[src/rtl/uc_multicycle_fsm_if.sv]
// Control-unit bus for the multicycle MIPS datapath: instruction fields and
// status coming in, control strobes and mux selects going out.
interface uc_multicycle_fsm_if #(
    parameter int ALUC_W = 3
);
    logic [5:0]        Op;
    logic [5:0]        Funct;
    logic              Zero;
    logic              MemReady;

    logic              PCEn;
    logic              PCWrite;
    logic              BranchEq;
    logic              BranchNeq;
    logic              IorD;
    logic              MemWrite;
    logic              IRWrite;
    logic              RegDst;
    logic              MemtoReg;
    logic              RegWrite;
    logic              ALUSrcA;
    logic              ZeroExt;
    logic [1:0]        ALUSrcB;
    logic [1:0]        PCSrc;
    logic [ALUC_W-1:0] ALUControl;
    logic [3:0]        State;
    logic              Illegal;

    // Control unit side: drives every control output.
    modport master (
        input  Op, Funct, Zero, MemReady,
        output PCEn, PCWrite, BranchEq, BranchNeq, IorD, MemWrite, IRWrite,
               RegDst, MemtoReg, RegWrite, ALUSrcA, ZeroExt, ALUSrcB, PCSrc,
               ALUControl, State, Illegal
    );

    // Datapath side: supplies instruction fields and status.
    modport slave (
        output Op, Funct, Zero, MemReady,
        input  PCEn, PCWrite, BranchEq, BranchNeq, IorD, MemWrite, IRWrite,
               RegDst, MemtoReg, RegWrite, ALUSrcA, ZeroExt, ALUSrcB, PCSrc,
               ALUControl, State, Illegal
    );
endinterface

[src/rtl/uc_multicycle_fsm.sv]
// Multicycle MIPS control unit: one state register, everything else decoded
// combinationally from the state, Op/Funct and the memory ready handshake.
module uc_multicycle_fsm #(
    parameter int ALUC_W      = 3,
    parameter bit MEM_WAIT_EN = 1'b1
) (
    input  logic            CLK,
    input  logic            CLR,
    uc_multicycle_fsm_if.master bus
);
    localparam logic [3:0] S_FETCH   = 4'd0;
    localparam logic [3:0] S_DECODE  = 4'd1;
    localparam logic [3:0] S_MEMADR  = 4'd2;
    localparam logic [3:0] S_MEMRD   = 4'd3;
    localparam logic [3:0] S_MEMWB   = 4'd4;
    localparam logic [3:0] S_MEMWR   = 4'd5;
    localparam logic [3:0] S_RTYPEEX = 4'd6;
    localparam logic [3:0] S_ALUWB   = 4'd7;
    localparam logic [3:0] S_IMMEX   = 4'd8;
    localparam logic [3:0] S_IMMWB   = 4'd9;
    localparam logic [3:0] S_BRANCH  = 4'd10;
    localparam logic [3:0] S_JUMP    = 4'd11;

    localparam logic [5:0] OP_RTYPE = 6'h00;
    localparam logic [5:0] OP_J     = 6'h02;
    localparam logic [5:0] OP_BEQ   = 6'h04;
    localparam logic [5:0] OP_BNE   = 6'h05;
    localparam logic [5:0] OP_ADDI  = 6'h08;
    localparam logic [5:0] OP_SLTI  = 6'h0A;
    localparam logic [5:0] OP_ANDI  = 6'h0C;
    localparam logic [5:0] OP_ORI   = 6'h0D;
    localparam logic [5:0] OP_LW    = 6'h23;
    localparam logic [5:0] OP_SW    = 6'h2B;

    localparam logic [5:0] FN_ADD = 6'h20;
    localparam logic [5:0] FN_SUB = 6'h22;
    localparam logic [5:0] FN_AND = 6'h24;
    localparam logic [5:0] FN_OR  = 6'h25;
    localparam logic [5:0] FN_NOR = 6'h27;
    localparam logic [5:0] FN_SLT = 6'h2A;

    localparam logic [2:0] ALU_ADD = 3'b010;
    localparam logic [2:0] ALU_SUB = 3'b110;
    localparam logic [2:0] ALU_AND = 3'b000;
    localparam logic [2:0] ALU_OR  = 3'b001;
    localparam logic [2:0] ALU_SLT = 3'b111;
    localparam logic [2:0] ALU_NOR = 3'b100;

    logic [3:0] state;
    logic [3:0] next_state;
    logic       mem_ready;
    logic       rtype_ok;
    logic [2:0] rtype_alu;
    logic [2:0] alu3;
    logic       pc_write, branch_eq, branch_ne, mem_write, ir_write, reg_write;
    logic       iord, reg_dst, mem_to_reg, src_a, zero_ext, illegal;
    logic [1:0] src_b, pc_src;

    // With wait states disabled the memory is assumed to answer every cycle.
    assign mem_ready = MEM_WAIT_EN ? bus.MemReady : 1'b1;

    // State register; reset returns straight to FETCH.
    always_ff @(posedge CLK or negedge CLR) begin
        // NOTE: state updates use non-blocking assignment; the combinational blocks below use blocking.
        if (!CLR) state <= S_FETCH;
        else      state <= next_state;
    end

    // R-type Funct decode: ALU operation and whether the Funct is supported.
    always_comb begin
        // NOTE: every variable gets a default before the case so no path can infer a latch.
        rtype_alu = ALU_ADD;
        rtype_ok  = 1'b1;
        case (bus.Funct)
            FN_ADD:  rtype_alu = ALU_ADD;
            FN_SUB:  rtype_alu = ALU_SUB;
            FN_AND:  rtype_alu = ALU_AND;
            FN_OR:   rtype_alu = ALU_OR;
            FN_NOR:  rtype_alu = ALU_NOR;
            FN_SLT:  rtype_alu = ALU_SLT;
            default: rtype_ok  = 1'b0;
        endcase
    end

    // Next state and per-state control outputs.
    always_comb begin
        next_state = S_FETCH;
        pc_write   = 1'b0;
        branch_eq  = 1'b0;
        branch_ne  = 1'b0;
        mem_write  = 1'b0;
        ir_write   = 1'b0;
        reg_write  = 1'b0;
        iord       = 1'b0;
        reg_dst    = 1'b0;
        mem_to_reg = 1'b0;
        src_a      = 1'b0;
        zero_ext   = 1'b0;
        illegal    = 1'b0;
        src_b      = 2'b00;
        pc_src     = 2'b00;
        alu3       = ALU_ADD;
        case (state)
            S_FETCH: begin
                src_b      = 2'b01;
                ir_write   = mem_ready;
                pc_write   = mem_ready;
                next_state = mem_ready ? S_DECODE : S_FETCH;
            end
            S_DECODE: begin
                // Branch target is computed here into ALUOut.
                src_b = 2'b11;
                case (bus.Op)
                    OP_LW, OP_SW:                     next_state = S_MEMADR;
                    OP_RTYPE: begin
                        if (rtype_ok) next_state = S_RTYPEEX;
                        else          illegal    = 1'b1;
                    end
                    OP_ADDI, OP_SLTI, OP_ANDI, OP_ORI: next_state = S_IMMEX;
                    OP_BEQ, OP_BNE:                   next_state = S_BRANCH;
                    OP_J:                             next_state = S_JUMP;
                    default:                          illegal    = 1'b1;
                endcase
            end
            S_MEMADR: begin
                src_a      = 1'b1;
                src_b      = 2'b10;
                next_state = (bus.Op == OP_LW) ? S_MEMRD : S_MEMWR;
            end
            S_MEMRD: begin
                iord       = 1'b1;
                next_state = mem_ready ? S_MEMWB : S_MEMRD;
            end
            S_MEMWB: begin
                mem_to_reg = 1'b1;
                reg_write  = 1'b1;
            end
            S_MEMWR: begin
                // Write strobe is held for the whole wait.
                iord       = 1'b1;
                mem_write  = 1'b1;
                next_state = mem_ready ? S_FETCH : S_MEMWR;
            end
            S_RTYPEEX: begin
                src_a      = 1'b1;
                alu3       = rtype_alu;
                next_state = S_ALUWB;
            end
            S_ALUWB: begin
                reg_dst   = 1'b1;
                reg_write = 1'b1;
            end
            S_IMMEX: begin
                src_a = 1'b1;
                src_b = 2'b10;
                case (bus.Op)
                    OP_SLTI: alu3 = ALU_SLT;
                    OP_ANDI: begin alu3 = ALU_AND; zero_ext = 1'b1; end
                    OP_ORI:  begin alu3 = ALU_OR;  zero_ext = 1'b1; end
                    default: alu3 = ALU_ADD;
                endcase
                next_state = S_IMMWB;
            end
            S_IMMWB: reg_write = 1'b1;
            S_BRANCH: begin
                src_a     = 1'b1;
                alu3      = ALU_SUB;
                pc_src    = 2'b01;
                branch_eq = (bus.Op == OP_BEQ);
                branch_ne = (bus.Op == OP_BNE);
            end
            S_JUMP: begin
                pc_src   = 2'b10;
                pc_write = 1'b1;
            end
            default: next_state = S_FETCH;
        endcase
    end

    // Write strobes are suppressed for as long as reset is held.
    assign bus.PCWrite    = pc_write  & CLR;
    assign bus.BranchEq   = branch_eq & CLR;
    assign bus.BranchNeq  = branch_ne & CLR;
    assign bus.MemWrite   = mem_write & CLR;
    assign bus.IRWrite    = ir_write  & CLR;
    assign bus.RegWrite   = reg_write & CLR;
    assign bus.PCEn       = CLR & (pc_write | (branch_eq & bus.Zero) | (branch_ne & ~bus.Zero));
    assign bus.IorD       = iord;
    assign bus.RegDst     = reg_dst;
    assign bus.MemtoReg   = mem_to_reg;
    assign bus.ALUSrcA    = src_a;
    assign bus.ZeroExt    = zero_ext;
    assign bus.ALUSrcB    = src_b;
    assign bus.PCSrc      = pc_src;
    assign bus.ALUControl = ALUC_W'(alu3);
    assign bus.State      = state;
    assign bus.Illegal    = illegal;
endmodule
[src/flat_wrapper.sv]
// flat-port wrapper written by rule: the top's interface ports become plain ports
module uc_multicycle_fsm_flat 
#(
    parameter int ALUC_W      = 3,
    parameter bit MEM_WAIT_EN = 1'b1
)
  (CLK, CLR, bus_Op, bus_Funct, bus_Zero, bus_MemReady, bus_PCEn, bus_PCWrite, bus_BranchEq, bus_BranchNeq, bus_IorD, bus_MemWrite, bus_IRWrite, bus_RegDst, bus_MemtoReg, bus_RegWrite, bus_ALUSrcA, bus_ZeroExt, bus_ALUSrcB, bus_PCSrc, bus_ALUControl, bus_State, bus_Illegal);
  uc_multicycle_fsm_if #(.ALUC_W(ALUC_W)) bus_i ();
  input  logic CLK;
  input  logic CLR;
  input wire logic [$bits(bus_i.Op)-1:0] bus_Op;
  input wire logic [$bits(bus_i.Funct)-1:0] bus_Funct;
  input wire logic [$bits(bus_i.Zero)-1:0] bus_Zero;
  input wire logic [$bits(bus_i.MemReady)-1:0] bus_MemReady;
  output wire logic [$bits(bus_i.PCEn)-1:0] bus_PCEn;
  output wire logic [$bits(bus_i.PCWrite)-1:0] bus_PCWrite;
  output wire logic [$bits(bus_i.BranchEq)-1:0] bus_BranchEq;
  output wire logic [$bits(bus_i.BranchNeq)-1:0] bus_BranchNeq;
  output wire logic [$bits(bus_i.IorD)-1:0] bus_IorD;
  output wire logic [$bits(bus_i.MemWrite)-1:0] bus_MemWrite;
  output wire logic [$bits(bus_i.IRWrite)-1:0] bus_IRWrite;
  output wire logic [$bits(bus_i.RegDst)-1:0] bus_RegDst;
  output wire logic [$bits(bus_i.MemtoReg)-1:0] bus_MemtoReg;
  output wire logic [$bits(bus_i.RegWrite)-1:0] bus_RegWrite;
  output wire logic [$bits(bus_i.ALUSrcA)-1:0] bus_ALUSrcA;
  output wire logic [$bits(bus_i.ZeroExt)-1:0] bus_ZeroExt;
  output wire logic [$bits(bus_i.ALUSrcB)-1:0] bus_ALUSrcB;
  output wire logic [$bits(bus_i.PCSrc)-1:0] bus_PCSrc;
  output wire logic [$bits(bus_i.ALUControl)-1:0] bus_ALUControl;
  output wire logic [$bits(bus_i.State)-1:0] bus_State;
  output wire logic [$bits(bus_i.Illegal)-1:0] bus_Illegal;
  assign bus_i.Op = bus_Op;
  assign bus_i.Funct = bus_Funct;
  assign bus_i.Zero = bus_Zero;
  assign bus_i.MemReady = bus_MemReady;
  assign bus_PCEn = bus_i.PCEn;
  assign bus_PCWrite = bus_i.PCWrite;
  assign bus_BranchEq = bus_i.BranchEq;
  assign bus_BranchNeq = bus_i.BranchNeq;
  assign bus_IorD = bus_i.IorD;
  assign bus_MemWrite = bus_i.MemWrite;
  assign bus_IRWrite = bus_i.IRWrite;
  assign bus_RegDst = bus_i.RegDst;
  assign bus_MemtoReg = bus_i.MemtoReg;
  assign bus_RegWrite = bus_i.RegWrite;
  assign bus_ALUSrcA = bus_i.ALUSrcA;
  assign bus_ZeroExt = bus_i.ZeroExt;
  assign bus_ALUSrcB = bus_i.ALUSrcB;
  assign bus_PCSrc = bus_i.PCSrc;
  assign bus_ALUControl = bus_i.ALUControl;
  assign bus_State = bus_i.State;
  assign bus_Illegal = bus_i.Illegal;
  uc_multicycle_fsm #(.ALUC_W(ALUC_W), .MEM_WAIT_EN(MEM_WAIT_EN)) u_core (.CLK(CLK), .CLR(CLR), .bus(bus_i));
endmodule
[config.mk]
export PLATFORM = sky130hd
export DESIGN_NAME = uc_multicycle_fsm_flat
export DESIGN_NICKNAME = d
export VERILOG_FILES = /design/src/rtl/uc_multicycle_fsm_if.sv /design/src/rtl/uc_multicycle_fsm.sv /design/src/flat_wrapper.sv
export SDC_FILE = /design/constraint.sdc
export NUM_CORES = 1
export LEC_CHECK = 0
export ABC_AREA = 0
export BUFFER_PORTS_ARGS = -buffer_cell sky130_fd_sc_hd__buf_2
export CAP_MARGIN = 10
export CORE_ASPECT_RATIO = 0.8
export CORE_MARGIN = 1.5
export CORE_UTILIZATION = 35
export CTS_CLUSTER_DIAMETER = 100
export CTS_CLUSTER_SIZE = 30
export DETAILED_ROUTE_END_ITERATION = 8
export HOLD_SLACK_MARGIN = 0.1
export PLACE_DENSITY_LB_ADDON = 0.08
export REMOVE_ABC_BUFFERS = 1
export SLEW_MARGIN = 20
export SYNTH_ARGS = -nofsm -noshare
export SYNTH_HDL_FRONTEND = slang
export SYNTH_SLANG_ARGS = --single-unit
export TNS_END_PERCENT = 30
[constraint.sdc]
create_clock -name CLK -period 4.2 [get_ports CLK]
set_input_delay 0.63 -clock CLK [delete_from_list [all_inputs] [get_ports CLK]]
set_output_delay 0.63 -clock CLK [all_outputs]
set_load 0.02 [all_outputs]
==> out/results.ini <==
[run_status]
status=completed

[clock_network]
cts_buffers=3
ctsResizeCount=0
clockRootBuffer=clkbuf_4
clk_path_buf_depth=2
h-tree-depth=1
clk_latency_ps=230
clk_pin_slew_ps=40
cts.sinks=4
cts_setup_buffers=0
cts_tree=built
ctsHoldBuffers=0

[placed_design]
gp_congestion=0.810
dp_hpwl_um=1670
place_area_um2=958
dp_cells=171
port_buffers=39

[power]
combPwrFrac_pct=50.9
swShare_pct=45.7
ir_drop_v=0.000166
powerDensity_nw_per_um2=222
p_clk_share_pct=21.2
internal_power_w=0.000118
p_switching_w=0.0000993
leakage_nw=0.426
total_power_w=0.000217
seqPwrFrac_pct=27.8

[timing]
final-setup-viol-count=0
fin_crit_sh_pct=61.6
worst_slew_pin_slew_ps=748
hold_viol=0
maxSlewViolCount=0
timing.setup.tns_ps=0
slew_headroom_pct=50.2
fmax_mhz=386
min_period_ps=2590
hold_ws_ps=230
fin_skew_ps=0.315
rsz0062_at_grt=false

[synthesis]
synth.yosys.warnings=0
synth.largest_area_cell=dfrtp_1
synth-edff-count=0
ys_seq_area_share_pct=12.6
ys.flop_type=dfrtp_1
yosys_register_bits=4
syn_area_per_cell_um2=6.79
synthArstFlopShare_pct=100
syn_area_um2=795
synthCells=117
synthTopCellsByArea=dfrtp_1, nand2b_1, nor2_1, nand2_1, o21ai_0
synth_top_cell_area_share_pct=12.6
yosysUniqueCellTypes=43

[detailed_routing]
vias=948
route.detailed.drc=0
drtIter0Drc=37
routedWlPerCell_um=12.8
drt-pass1-iter-count=4
avgViaCountPerCell=5.45
routed_wl_um=2230
drt.antenna.violating_nets=0

[layout]
final_cells=174
drive_gt1_share_pct=33.6
filler_cell_count=224
largest_reg_flops=4
seqCellArea_um2=100
antennaDiodeCount=0
area_growth_pct=23.5
fin_area_um2=981
multi_input_area_um2=624
nets=167

[worst_setup_path]
ff2ff_path_depth=4
worstPathRequired_ps=3570
max_stage_delay_ps=670
critPathLaunchType=flop
critPathCaptureType=output port
crit_slowest_cell=dfrtp_1
crit_chain=inv_2, nor4_1, o21ai_0, nor2_1, buf_2
cp_max_fo=19
regToRegStartpoint=u_core.bus.State[0]
timing.rr.end=u_core.bus.State[0]
critical_path_class=reg2out
rrSetupSlack_ps=2490
worstPathArrival_ps=1960

[floorplanning]
initial_core_util_pct=36.8
die_h_um=45.6
fp.coreArea_um2=2160
chipWidth_um=56.3
core.rowCount=15
die-area_um2=2570
ios=40

[global_route]
grt_usage_pct=17.5
antenna_found_initial=0
grt_pass1_vias=808
grt_pass1_wl_um=3660
overflow=0
grt_start_max_net_pins=26

[run]
cap_violations=0

[min_path]
min-delay-path-class=in2async

cell type report:
class,instances,area share [%]
Timing Repair Buffer,39,19.9
Sequential cell,4,10.2
Multi-Input combinational cell,101,63.6
Clock buffer,3,2.30
Tap cell,25,3.19
Inverter,2,0.765
power groups by stage:
stage | clock network (W) | registers [W] | logic (W)
6_report | 0.0000461 | 0.0000605 | 0.000111
3_3_place_gp | 0 | 0.0000610 | 0.000109
3_5_place_dp | 0 | 0.0000612 | 0.000111
2_1_floorplan | 0 | 0.0000611 | 0.0000679
5_1_grt | 0.0000525 | 0.0000624 | 0.000121
4_1_cts | 0.0000481 | 0.0000608 | 0.000111
per-layer routing:
metal | routed length (um) | track usage, %
met1 | 1150 | 24.7
met4 | 0 | 1.43
met2 | 1010 | 30.1
met5 | 0 | 0
met3 | 67 | 2.56
metrics by stage:
stage	setup WS, ps	utilization [%]
after CTS	1600	45.4
after floorplan	1760	-
after detailed placement	1780	44.4
after global routing	1390	45.4
final	1610	45.4
after global placement	1780	44.4
placed cells by master (no fill, tap or decap), types with 2 or more instances in the layout:
cell type / n
clkbuf_4: 3
nand2_1: 12
nand2b_1: 9
nor2b_1: 2
dfrtp_1: 4
buf_2: 39
nor4_1: 3
o31ai_1: 3
nor3b_1: 3
a21oi_1: 3
nand3_1: 5
nor2_1: 15
xnor2_1: 3
o21a_1: 2
nand4_1: 2
nor3_1: 7
nand3b_1: 2
o21ai_0: 8
o22ai_1: 2
worst max-delay path by stage:
stage / startpoint / endpoint / slack [ps] / cells after the start
4_1_cts: u_core.bus.State[0] / bus_Illegal / 1600 / 5
6_report: u_core.bus.State[0] / bus_Illegal / 1610 / 5
5_1_grt: u_core.bus.State[0] / bus_Illegal / 1390 / 5
3_3_place_gp: bus_Op[5] / bus_ALUControl[0] / 1780 / 6
3_5_place_dp: bus_Op[5] / bus_ALUControl[0] / 1780 / 6
2_1_floorplan: u_core.bus.State[3] / bus_RegWrite / 1760 / 4
synthesized netlist by cell type, types with 2 or more instances:
| cell | count |
|---|---|
| o21ai_0 | 8 |
| nand3_1 | 5 |
| nand2b_1 | 9 |
| nand4_1 | 2 |
| nand3b_1 | 2 |
| nor3b_1 | 3 |
| o31ai_1 | 3 |
| o22ai_1 | 2 |
| clkbuf_1 | 2 |
| nor2_1 | 15 |
| buf_6 | 2 |
| xnor2_1 | 3 |
| dfrtp_1 | 4 |
| nand2_1 | 12 |
| nor2b_1 | 2 |
| buf_2 | 5 |
| o21a_1 | 2 |
| nor3_1 | 7 |
| nor4_1 | 3 |
| a21oi_1 | 3 |
kinds of logic after synthesis:
logic type,after synthesis,synth area share (%)
flops,4,12.6
mux,2,2.68
xor+xnor,3,3.31
compound gates,30,27.9
buf+inv,12,8.82
simple gates,66,44.7
worst max-delay path: cells and delay by family (launching register included):
family / cells / cell delay, ps
AOI/OAI and AO/OA: 1 / 160
buffers and inverters: 2 / 310
DFF: 1 / 670
and+or+nand+nor: 2 / 590
Note: power is estimated with default switching activity, not from simulation.
